`src/rtl/rsflag_bank.sv`:
```
// rsflag_bank: WIDTH independent set/reset flags with collision policy, optional
// auto-clear hold timer, rise pulses and summary outputs. Optional: RSFLAG_BANK_ERR_EN.
module rsflag_bank #(
  parameter int unsigned           WIDTH          = 8,
  parameter logic [WIDTH-1:0]      INIT_VALUE     = '0,
  parameter int                    COLLISION_MODE = 0,
  parameter int unsigned           HOLD_CYCLES    = 0,
  parameter int unsigned           IDX_W          = 3
) (
  input  logic             clk,
  input  logic             reset,
  input  logic             init,
  input  logic [WIDTH-1:0] s,
  input  logic [WIDTH-1:0] r,
  output logic [WIDTH-1:0] q,
  output logic [WIDTH-1:0] rise,
  output logic             any_q,
  output logic [IDX_W-1:0] first_idx
`ifdef RSFLAG_BANK_ERR_EN
  ,
  output logic             err
`endif
);

  if (COLLISION_MODE < 0 || COLLISION_MODE > 3) begin : g_bad_mode
    $error("rsflag_bank: COLLISION_MODE must be 0..3");
  end
  if (WIDTH < 1 || WIDTH > 32) begin : g_bad_width
    $error("rsflag_bank: WIDTH must be 1..32");
  end
  if (WIDTH > (1 << IDX_W)) begin : g_bad_idx
    $error("rsflag_bank: IDX_W too narrow for WIDTH");
  end

  logic [WIDTH-1:0] flag_q, flag_d;
  logic [WIDTH-1:0] rise_q, rise_d;
  logic [WIDTH-1:0] set_ev, clr_ev;
  logic [WIDTH-1:0] expire;

  // Resolve each channel's request into a set event, a clear event, or neither.
  always_comb begin
    set_ev = '0;
    clr_ev = '0;
    for (int unsigned i = 0; i < WIDTH; i++) begin
      case ({s[i], r[i]})
        2'b10: set_ev[i] = 1'b1;
        2'b01: clr_ev[i] = 1'b1;
        2'b11: begin
          case (COLLISION_MODE)
            0:       clr_ev[i] = 1'b1;
            1:       set_ev[i] = 1'b1;
            2:       begin
              if (flag_q[i]) clr_ev[i] = 1'b1;
              else           set_ev[i] = 1'b1;
            end
            default: ;
          endcase
        end
        default: ;
      endcase
    end
  end

  if (HOLD_CYCLES > 0) begin : g_timer
    localparam int unsigned CW = $clog2(HOLD_CYCLES + 1);
    localparam logic [CW-1:0] RELOAD = CW'(HOLD_CYCLES - 1);

    logic [CW-1:0]    cnt_q [WIDTH];
    logic [CW-1:0]    cnt_d [WIDTH];
    logic [WIDTH-1:0] arm_q, arm_d;

    // arm marks flags set by s; flags loaded by init stay sticky until r.
    always_comb begin
      cnt_d  = cnt_q;
      arm_d  = arm_q;
      expire = '0;
      for (int unsigned i = 0; i < WIDTH; i++) begin
        if (set_ev[i]) begin
          cnt_d[i] = RELOAD;
          arm_d[i] = 1'b1;
        end else if (clr_ev[i]) begin
          cnt_d[i] = '0;
          arm_d[i] = 1'b0;
        end else if (flag_q[i] && arm_q[i]) begin
          if (cnt_q[i] != '0) begin
            cnt_d[i] = cnt_q[i] - 1'b1;
          end else begin
            expire[i] = 1'b1;
            arm_d[i]  = 1'b0;
          end
        end
      end
    end

    always_ff @(posedge clk or posedge reset) begin
      if (reset) begin
        cnt_q <= '{default: '0};
        arm_q <= '0;
      end else if (init) begin
        cnt_q <= '{default: '0};
        arm_q <= '0;
      end else begin
        cnt_q <= cnt_d;
        arm_q <= arm_d;
      end
    end
  end else begin : g_no_timer
    assign expire = '0;
  end

  always_comb begin
    if (init) begin
      flag_d = INIT_VALUE;
      rise_d = '0;
    end else begin
      flag_d = (flag_q | set_ev) & ~clr_ev & ~expire;
      rise_d = flag_d & ~flag_q;
    end
  end

  always_ff @(posedge clk or posedge reset) begin
    if (reset) begin
      flag_q <= '0;
      rise_q <= '0;
    end else begin
      flag_q <= flag_d;
      rise_q <= rise_d;
    end
  end

  always_comb begin
    logic found;
    found     = 1'b0;
    first_idx = '0;
    for (int unsigned i = 0; i < WIDTH; i++) begin
      if (flag_q[i] && !found) begin
        first_idx = IDX_W'(i);
        found     = 1'b1;
      end
    end
  end

  assign q     = flag_q;
  assign rise  = rise_q;
  assign any_q = |flag_q;

`ifdef RSFLAG_BANK_ERR_EN
  logic err_q;

  always_ff @(posedge clk or posedge reset) begin
    if (reset)              err_q <= 1'b0;
    else if (init)          err_q <= 1'b0;
    else if (|(s & r))      err_q <= 1'b1;
  end

  assign err = err_q;

`ifndef SYNTHESIS
  always @(posedge clk) begin
    if (!reset && !init) begin
      for (int unsigned i = 0; i < WIDTH; i++) begin
        if (s[i] && r[i]) $display("rsflag_bank: s/r collision on channel %0d", i);
      end
    end
  end
`endif
`endif

endmodule

```
`config.mk`:
```
export PLATFORM = sky130hd
export DESIGN_NAME = rsflag_bank
export DESIGN_NICKNAME = d
export VERILOG_FILES = /design/src/rtl/rsflag_bank.sv
export SDC_FILE = /design/constraint.sdc
export NUM_CORES = 1
export LEC_CHECK = 0
export BUFFER_PORTS_ARGS = -buffer_cell sky130_fd_sc_hd__buf_2
export CORE_MARGIN = 2
export CORE_UTILIZATION = 40
export CTS_BUF_LIST = sky130_fd_sc_hd__clkbuf_4
export DETAILED_ROUTE_END_ITERATION = 10
export PLACE_DENSITY = 0.74
export SYNTH_ARGS = -nofsm -noshare
export SYNTH_HDL_FRONTEND = slang
export SYNTH_SLANG_ARGS = --single-unit
```
`constraint.sdc`:
```
create_clock -name clk -period 1.86 [get_ports clk]
set_input_delay 0.186 -clock clk [delete_from_list [all_inputs] [get_ports clk]]
set_output_delay 0.186 -clock clk [all_outputs]
set_load 0.02 [all_outputs]
```
==> impl_metrics.ini <==
[floorplanning]
die_area_um2 = 2020
io-pin-count = 39
core-area_um2 = 1540
die_w_um = 44.9
num_rows = 14
start_util_pct = 43.4
die_h_um = 44.9

[clock_tree]
cts_sinks = 16
cts_tree = done
cts.root.buffer_cell = clkbuf_4
cts_buffers = 3
cts_max_level = 1
post_cts_resized = 0
clk_pin_slew_ps = 80
clk_latency_ps = 270
clockBufferDepth = 2

[yosys]
syn_nets = 75
synth.avg_cell_area_um2 = 12.0
syn_inst = 56
synth_area_um2 = 669
yosysUniqueCellTypes = 16
yosysWarnings = 0
ys_ff_latch = 16
yosysSeqAreaShare_pct = 59.8

[run]
drv_cap = 0

[drt]
dr.pass1.iters = 4
drt-total-wl_um = 1450
via_per_inst = 5.21
wl_per_cell_um = 13.0
vias = 584
drc = 0
first_iter_violations = 4
ant_nets = 0

[pwr]
finalPower_mw = 0.694
ir_worst_vdd_mv = 0.467
p_per_area_nw_per_um2 = 775
p_leak_nw = 0.473

[sta]
slew_viol_final = 0
fin_tns_setup_ps = 0
rsz0062_at_grt = false
slew_headroom_pct = 60.1
skew_ps = 0.277
fmax_mhz = 641
period_needed_ps = 1560
finalHoldViolations = 0
finalCritPeriodShare_pct = 83.8
setup_viol = 0
tightestPinTransition_ps = 598

[setup_path]
end_kind = output pin
reg2reg_depth = 1
r2r_setup_slack_ps = 890
crit_cells = 3
startpoint_type = flop
critical_path_buf_inv_count = 1
critPathArrivalTime_ps = 1370
crit_path_cell_trace = nor4_2 -> nor2b_1 -> buf_2
crit_slowest_cell = dfrtp_1
crit_type = flop to output pin
slowest_delay_ps = 470
crit_path_max_fanout = 7
reg2reg_to = rise[1]
cp-startpoint = q[2]
required_ps = 1670
cp_top_family = flip-flops
regToRegStartpoint = q[1]

[placement]
place_area_um2 = 863
place_hpwl_um = 1040
port_buffers = 38
gp_congestion = 0.768

[layout]
antennaDiodeCount = 0
drive_above_1_share_pct = 49.0
area_delta_synth_final_pct = 33.8
nets = 117
stdcell_area_um2 = 896

[worst_hold_path]
hold_path_class = primary input to flop
hold_start = r[3]
min_to = q[3]
hold_depth = 2

[grt]
grt_max_degree = 17
grt_pass1_vias = 563
grt_pass1_wl_um = 2500
track_usage_pct = 17.6
antenna_found_initial = 0
grt-ovfl-total = 0

[status]
status = finished clean
stage by stage:
stage | utilization, % | worst slack, ps | cells | hold WS, ps
finish | 58.1 | 301 | 112 | 70.9
global route | 58.1 | 202 | 112 | 63.3
CTS | 58.1 | 286 | 112 | 63.9
floorplan | - | 518 | 56 | 99.7
detailed placement | 56.0 | 605 | 108 | 289
global placement | 56.0 | 617 | 108 | 271
state kept, by name, indices dropped and copies added (netlist names):
signal and count:
rise 8, q 8
area by class of cell:
class                           instances  area, um^2
Clock buffer                            3        22.5
Fill cell                             148         646
Inverter                                2        7.51
Multi-Input combinational cell         36         245
Sequential cell                        16         400
Tap cell                               16        20.0
Timing Repair Buffer                   39         200
cell families (layout without fill, tap and decap cells):
group	count (synthesis)	in the layout	share of synthesized area, %
and+or+nand+nor	31	31	29.7
buffers and inverters	4	44	3.55
DFF	16	16	59.8
AOI/OAI and AO/OA	5	5	6.92
worst max path at each step:
stage / endpoint
final: first_idx[2]
after global placement: first_idx[2]
after CTS: first_idx[1]
after detailed placement: first_idx[1]
after global routing: first_idx[1]
after floorplan: first_idx[2]
power by group:
group / switching, mW / leakage, nW / internal, mW
sequential: 0.0179 / 0.215 / 0.363
clock: 0.0973 / 0.0138 / 0.0750
combinational: 0.0849 / 0.244 / 0.0561
total: 0.200 / 0.473 / 0.494
placed cells by master, fill, tap and decap left out:
master	count
inv_1	2
a211oi_2	1
o41ai_2	1
o21ai_1	1
clkbuf_4	3
nor3_1	8
dfrtp_1	16
nor2b_1	2
nor4_1	6
nor4_4	2
nand2_1	1
buf_2	38
nor4_2	2
dlygate4sd3_1	1
nor2_1	10
o21bai_1	1
a21oi_1	1
per-layer routing:
metal	vias to the layer above	GRT usage (%)	wire length, um
li1	286	-	-
met4	0	8.82	11
met3	2	4.40	105
met1	273	22.0	600
met2	23	28.4	734
met5	-	0	0
repair_timing:
item | 4_1_cts | 5_1_grt
endpoints found under the hold margin | 16 | 0
hold buffers | 1 | 0
buffers inserted | 0 | 0
cells in the mapped netlist:
cell type	count	area, um^2
nor4_4	2	42.5
nor2b_1	2	12.5
nand2_1	1	3.75
o21ai_1	1	5.00
dfrtp_1	16	400
o41ai_2	1	16.3
nor4_2	2	25.0
inv_1	2	7.51
nor2_1	10	37.5
nor4_1	6	37.5
o21bai_1	1	7.51
buf_6	1	11.3
clkbuf_2	1	5.00
a211oi_2	1	12.5
a21oi_1	1	5.00
nor3_1	8	40.0
No activity file was read; power rests on OpenSTA's default activity.
